### src/rtl/memory_out_sink_pkg.sv
// Shared definitions for the CNN result capture buffer.
//   Default geometry (WIDTH/DEPTH/log2_DEPTH) and the legacy FSM state encodings.
package memory_out_sink_pkg;

  localparam int WIDTH_DEF      = 256;
  localparam int DEPTH_DEF      = 8;
  localparam int LOG2_DEPTH_DEF = 3;

  typedef logic [0:0] state_t;

  localparam state_t ST_IDLE    = 1'b0;
  localparam state_t ST_CAPTURE = 1'b1;

endpackage

### src/rtl/sdp_ram_rf.sv
// Simple dual-port register array: one write port, one registered read port.
//   clk, rst_n         : clock / async active-low reset (read register only)
//   wr_en, wr_addr, wr_dat : write port
//   rd_en, rd_addr     : read request; rd_dat updates one cycle later, holds otherwise
// Read-first: a read and a write to the same address in one cycle return the old word.
module sdp_ram_rf #(
  parameter int WIDTH  = 256,
  parameter int DEPTH  = 8,
  parameter int ADDR_W = 3
) (
  input  logic              clk,
  input  logic              rst_n,
  input  logic              wr_en,
  input  logic [ADDR_W-1:0] wr_addr,
  input  logic [WIDTH-1:0]  wr_dat,
  input  logic              rd_en,
  input  logic [ADDR_W-1:0] rd_addr,
  output logic [WIDTH-1:0]  rd_dat
);

  logic [WIDTH-1:0] mem [DEPTH];

  // Array has no reset so it survives a mid-burst reset.
  always_ff @(posedge clk) begin
    if (wr_en) mem[wr_addr] <= wr_dat;
  end

  // Separate block from the write; non-blocking update gives read-first.
  always_ff @(posedge clk or negedge rst_n) begin
    if (!rst_n) begin
      rd_dat <= '0;
    end else if (rd_en) begin
      rd_dat <= mem[rd_addr];
    end
  end

endmodule

### src/rtl/memory_out_sink.sv
// Capture buffer at the result end of the CNN datapath.
//   start/num_of_dat : arm capture of a burst of num_of_dat+1 words
//   dat_in/dat_in_vld: valid-only input stream, always accepted
//   busy             : high while capturing
//   done             : one-cycle pulse after the last word is written
//   overflow         : sticky, data arrived while idle; cleared by start
//   wr_cnt           : next address to be written
//   rd_en/rd_addr    : host readback; rd_dat/rd_dat_vld follow one cycle later
module memory_out_sink
  import memory_out_sink_pkg::*;
#(
  parameter int WIDTH      = WIDTH_DEF,
  parameter int DEPTH      = DEPTH_DEF,
  parameter int log2_DEPTH = LOG2_DEPTH_DEF
) (
  input  logic                  clk,
  input  logic                  rst_n,
  input  logic                  start,
  input  logic [log2_DEPTH-1:0] num_of_dat,
  input  logic [WIDTH-1:0]      dat_in,
  input  logic                  dat_in_vld,
  output logic                  busy,
  output logic                  done,
  output logic                  overflow,
  output logic [log2_DEPTH-1:0] wr_cnt,
  input  logic                  rd_en,
  input  logic [log2_DEPTH-1:0] rd_addr,
  output logic [WIDTH-1:0]      rd_dat,
  output logic                  rd_dat_vld
);

  state_t                state;
  logic [log2_DEPTH-1:0] last_q;
  logic                  wr_en;

  // Data coinciding with start is dropped, hence the !start term.
  always_comb begin
    busy  = (state == ST_CAPTURE);
    wr_en = (state == ST_CAPTURE) && dat_in_vld && !start;
  end

  always_ff @(posedge clk or negedge rst_n) begin
    if (!rst_n) begin
      state      <= ST_IDLE;
      last_q     <= '0;
      wr_cnt     <= '0;
      done       <= 1'b0;
      overflow   <= 1'b0;
      rd_dat_vld <= 1'b0;
    end else begin
      done       <= 1'b0;
      rd_dat_vld <= rd_en;
      if (start) begin
        state    <= ST_CAPTURE;
        last_q   <= num_of_dat;
        wr_cnt   <= '0;
        overflow <= 1'b0;
      end else if (dat_in_vld) begin
        if (state == ST_CAPTURE) begin
          if (wr_cnt == last_q) begin
            wr_cnt <= '0;
            state  <= ST_IDLE;
            done   <= 1'b1;
          end else begin
            wr_cnt <= wr_cnt + 1'b1;
          end
        end else begin
          overflow <= 1'b1;
        end
      end
    end
  end

  sdp_ram_rf #(
    .WIDTH (WIDTH),
    .DEPTH (DEPTH),
    .ADDR_W(log2_DEPTH)
  ) u_ram (
    .clk    (clk),
    .rst_n  (rst_n),
    .wr_en  (wr_en),
    .wr_addr(wr_cnt),
    .wr_dat (dat_in),
    .rd_en  (rd_en),
    .rd_addr(rd_addr),
    .rd_dat (rd_dat)
  );

endmodule
### config.mk
export PLATFORM = sky130hd
export DESIGN_NAME = memory_out_sink
export DESIGN_NICKNAME = d
export VERILOG_FILES = /design/src/rtl/memory_out_sink_pkg.sv /design/src/rtl/sdp_ram_rf.sv /design/src/rtl/memory_out_sink.sv
export SDC_FILE = /design/constraint.sdc
export NUM_CORES = 2
export LEC_CHECK = 0
export ABC_AREA = 1
export CORE_ASPECT_RATIO = 1.4
export CORE_MARGIN = 1
export CORE_UTILIZATION = 35
export DETAILED_ROUTE_END_ITERATION = 10
export GPL_TIMING_DRIVEN = 0
export HOLD_SLACK_MARGIN = 0.15
export SYNTH_ARGS = -nofsm -noshare
export SYNTH_HDL_FRONTEND = slang
export SYNTH_SLANG_ARGS = --single-unit
export TNS_END_PERCENT = 10
### constraint.sdc
create_clock -name clk -period 17.1 [get_ports clk]
set_input_delay 3.42 -clock clk [delete_from_list [all_inputs] [get_ports clk]]
set_output_delay 3.42 -clock clk [all_outputs]
set_load 0.02 [all_outputs]
==> results.yml <==
run_status:
  run_status: "finished, violations left"
  failed_checks: "design-rule violations, max-capacitance violations, max-slew violations"
clock_tree:
  clock_sinks: 2314
  clock_path_buffers: 4
  hold_buffers: 0
  postCtsSetupBuffers: 0
  cell_at_the_root_of_the_clock_tree: "sky130_fd_sc_hd__clkbuf_16"
  cts.clk_slew.worst_paths_ns: 0.06
  worstSkewPairLatency_ns: 0.92
  tritoncts_clock_tree: "done"
  h_tree_lvl_count: 4
  cts_buffers: 223
  post_cts_resize_count: 0
placed_design:
  io_buffers: 526
  gp_routability_congestion: 0.809
  dpl.hpwl_mm: 218
  dpl.cell_count: 12300
  placedInstanceArea_mm2: 0.105
  pre_cts_worst_setup_slack_ns: 10.14
floorplanning:
  die_x_um: 438
  placementRows: 223
  fp.coreArea_mm2: 0.264
  die-area_mm2: 0.268
  io_pins: 530
  die_h_um: 612
  start_util: 0.352
yosys:
  ys.warnings.count: 0
  netlist_instances: 8183
  synth.top_cell.area_share: 0.662
  yosys.area_share.adder: 0.000135
  yosys.area_share.xor_xnor: 0.000377
  synth_top_cell_by_area: "sky130_fd_sc_hd__edfxtp_1"
  yosysSeqAreaShare: 0.733
  syn-mean-instance-area_um2: 11.4
  post_synth_mux_area_share: 0
  synth_top_cells_by_area: "sky130_fd_sc_hd__edfxtp_1, sky130_fd_sc_hd__nand2_1, sky130_fd_sc_hd__nand3_1"
  synth.cell_area_mm2: 0.0929
  yosys.area_share.simple: 0.210
  number_of_nets_in_the_synthesized_netlist: 8451
  largest_family_of_logic_cells_by_synthesized_area: "simple AND/OR/NAND/NOR gates"
  synth_compound_gate_area_share: 0.000162
  yosys_register_bits: 2314
  ys_types: 20
setup_path:
  timing.critical_path.from_type: "primary input"
  endpoint_kind: "flip-flop"
  setup.worst_path.class: "in2reg"
  timing.rr.start: "busy"
  cpLargestDelayFamily: "buffers and inverters"
  reg2reg_slack_ns: 13.86
  timing.reg2reg.worst_path_depth: 10
  worst-path-buf-inv: 9
  timing.critical_path.slowest_stage_cell: "sky130_fd_sc_hd__nor2_4"
  crit_path_cell_trace: "clkdlybuf4s50_1, inv_1, nand3_1, inv_1, nand2_1, nor2_4, buf_12, buf_12, buf_12, buf_12, buf_12, buf_16"
  crit_path_max_incr_delay_ns: 0.63
  critical_path_arrival_ns: 6.67
  cp_data_required_time_ns: 17.68
  worstPathMaxFanout: 23
  reg2reg_to: "u_ram.mem[5][215]"
  crit_top_cell: "sky130_fd_sc_hd__buf_12"
global_route:
  grt.total_usage: 0.227
  antenna_found_initial: 112
  first_pass_grt_wire_length_mm: 439
  vias_in_the_first_global_route: 62700
  grt_max_degree: 101
  overflow: 0
sta:
  max_freq_mhz: 164
  worst_slack_ns: 11.01
  hold_viol: 0
  tightestPinTransition_ns: 1.54
  rsz0062_at_grt: "false"
  max-slew-margin-rel: -0.0265
  finalSetupTns_ns: 0
  share_of_the_clock_period_used_by_the_worst_path_after_layout: 0.356
  final_max_slew_viol_count: 11
  finalWorstPathRequiredPeriod_ns: 6.09
  worst_clock_skew_ns: 0.0645
  finalSetupViolCount: 0
layout:
  final_cell_mix: "sky130_fd_sc_hd__nand2_1, sky130_fd_sc_hd__edfxtp_1, sky130_fd_sc_hd__nand3_1"
  post-route-cell-area_mm2: 0.112
  post_route_cells_drive_above_1_share: 0.0862
  fillers: 24100
  synthToLayoutAreaGrowth_pct: 20.8
  instances_no_fill: 12800
  layout.nets: 9303
  commonest_non_fill_non_tap_cell_in_the_layout: "sky130_fd_sc_hd__nand2_1"
  post-route-util: 0.426
route:
  vias_per_cell: 4.99
  detail_route.first_pass.iterations: 11
  via_count: 63600
  totalWireLength_mm: 311
  drt_iter0_drc: 6097
  postRouteAntennaNets: 0
  routed_wire_length_per_instance_um: 24.4
  drt_drc_violations_left: 87
job:
  maximum_capacitance_violations: 1
pwr:
  leakage_nw: 44.8
  vdd_drop_max_uv: 84.2
  power-per-cell-area_mw_per_mm2: 112
min_path:
  min_path_cells: 2
  min_path_type: "reg2reg"
  min_from: "u_ram.rd_dat[106]"
  timing.hold.worst_endpoint: "u_ram.rd_dat[106]"
synth_stat cells, drive strengths merged:
master / instances
buf: 352
clkbuf: 103
dfrtp: 266
edfxtp: 2048
ha: 1
inv: 698
nand2: 3205
nand3: 1478
nor2: 9
nor3: 1
o21ai: 3
or2: 15
xnor2: 3
xor2: 1
final cells by class:
| class | instances | area [um^2] | share of cell area |
|---|---|---|---|
| Sequential cell | 2314 | 68200 | 0.607 |
| Multi-Input combinational cell | 4716 | 19700 | 0.175 |
| Timing Repair Buffer | 627 | 7370 | 0.0656 |
| Clock buffer | 284 | 5940 | 0.0529 |
| Tap cell | 3487 | 4360 | 0.0389 |
| Inverter | 698 | 2620 | 0.0234 |
| Buffer | 455 | 2550 | 0.0227 |
| Clock inverter | 125 | 1480 | 0.0132 |
| Antenna cell | 54 | 135 | 0.00120 |
stage by stage:
stage / power (mW) / hold slack (ns)
2_1_floorplan: 7.03 / 0.463
3_3_place_gp: 7.66 / 0.465
3_5_place_dp: 7.63 / 0.464
4_1_cts: 12.7 / 0.482
5_1_grt: 13.0 / 0.491
6_report: 12.6 / 0.478
metal layers:
metal | vias to the layer above | GRT usage | part of all wire
met3 | 706 | 0.0493 | 0.080
met1 | 31100 | 0.264 | 0.37
met5 | - | 0 | 0.0014
li1 | 29100 | - | -
met2 | 2680 | 0.392 | 0.50
met4 | 78 | 0.114 | 0.047
cell families after synthesis:
| family | Yosys count |
|---|---|
| and+or+nand+nor | 4708 |
| DFF | 2314 |
| buffers and inverters | 1153 |
| adders and majority gates | 1 |
| xor gates and xnor gates | 4 |
| AOI/OAI and AO/OA | 3 |
worst max path at each step:
| stage | start | to | slack [ns] | cells past startpoint |
|---|---|---|---|---|
| global route | start | u_ram.mem[5][215] | 10.94 | 12 |
| CTS | start | u_ram.mem[7][228] | 11.08 | 11 |
| detailed placement | start | u_ram.mem[5][207] | 10.14 | 12 |
| floorplan | start | u_ram.mem[0][0] | 1.75 | 5 |
| global placement | start | u_ram.mem[3][205] | -11.07 | 6 |
| finish | start | u_ram.mem[5][215] | 11.01 | 12 |
power by group:
part	switching [mW]	total [mW]	leakage, nW	internal [mW]
registers	0.0760	6.38	21.7	6.31
clock network	2.20	5.08	3.61	2.89
logic	0.752	1.12	19.5	0.372
total	3.02	12.6	44.8	9.57
tightest hold or removal path, delay by kind of cell (launching register included):
kind | cells | cell delay (ns)
and+or+nand+nor | 2 | 0.11
DFF | 1 | 0.34
registers in the layout, summed over array words and instances (netlist names):
register / cells
u_ram.mem: 2048
u_ram.rd_dat: 256
last_q: 3
wr_cnt: 3
busy: 1
done: 1
overflow: 1
rd_dat_vld: 1
Note: power is estimated with default switching activity, not from simulation.
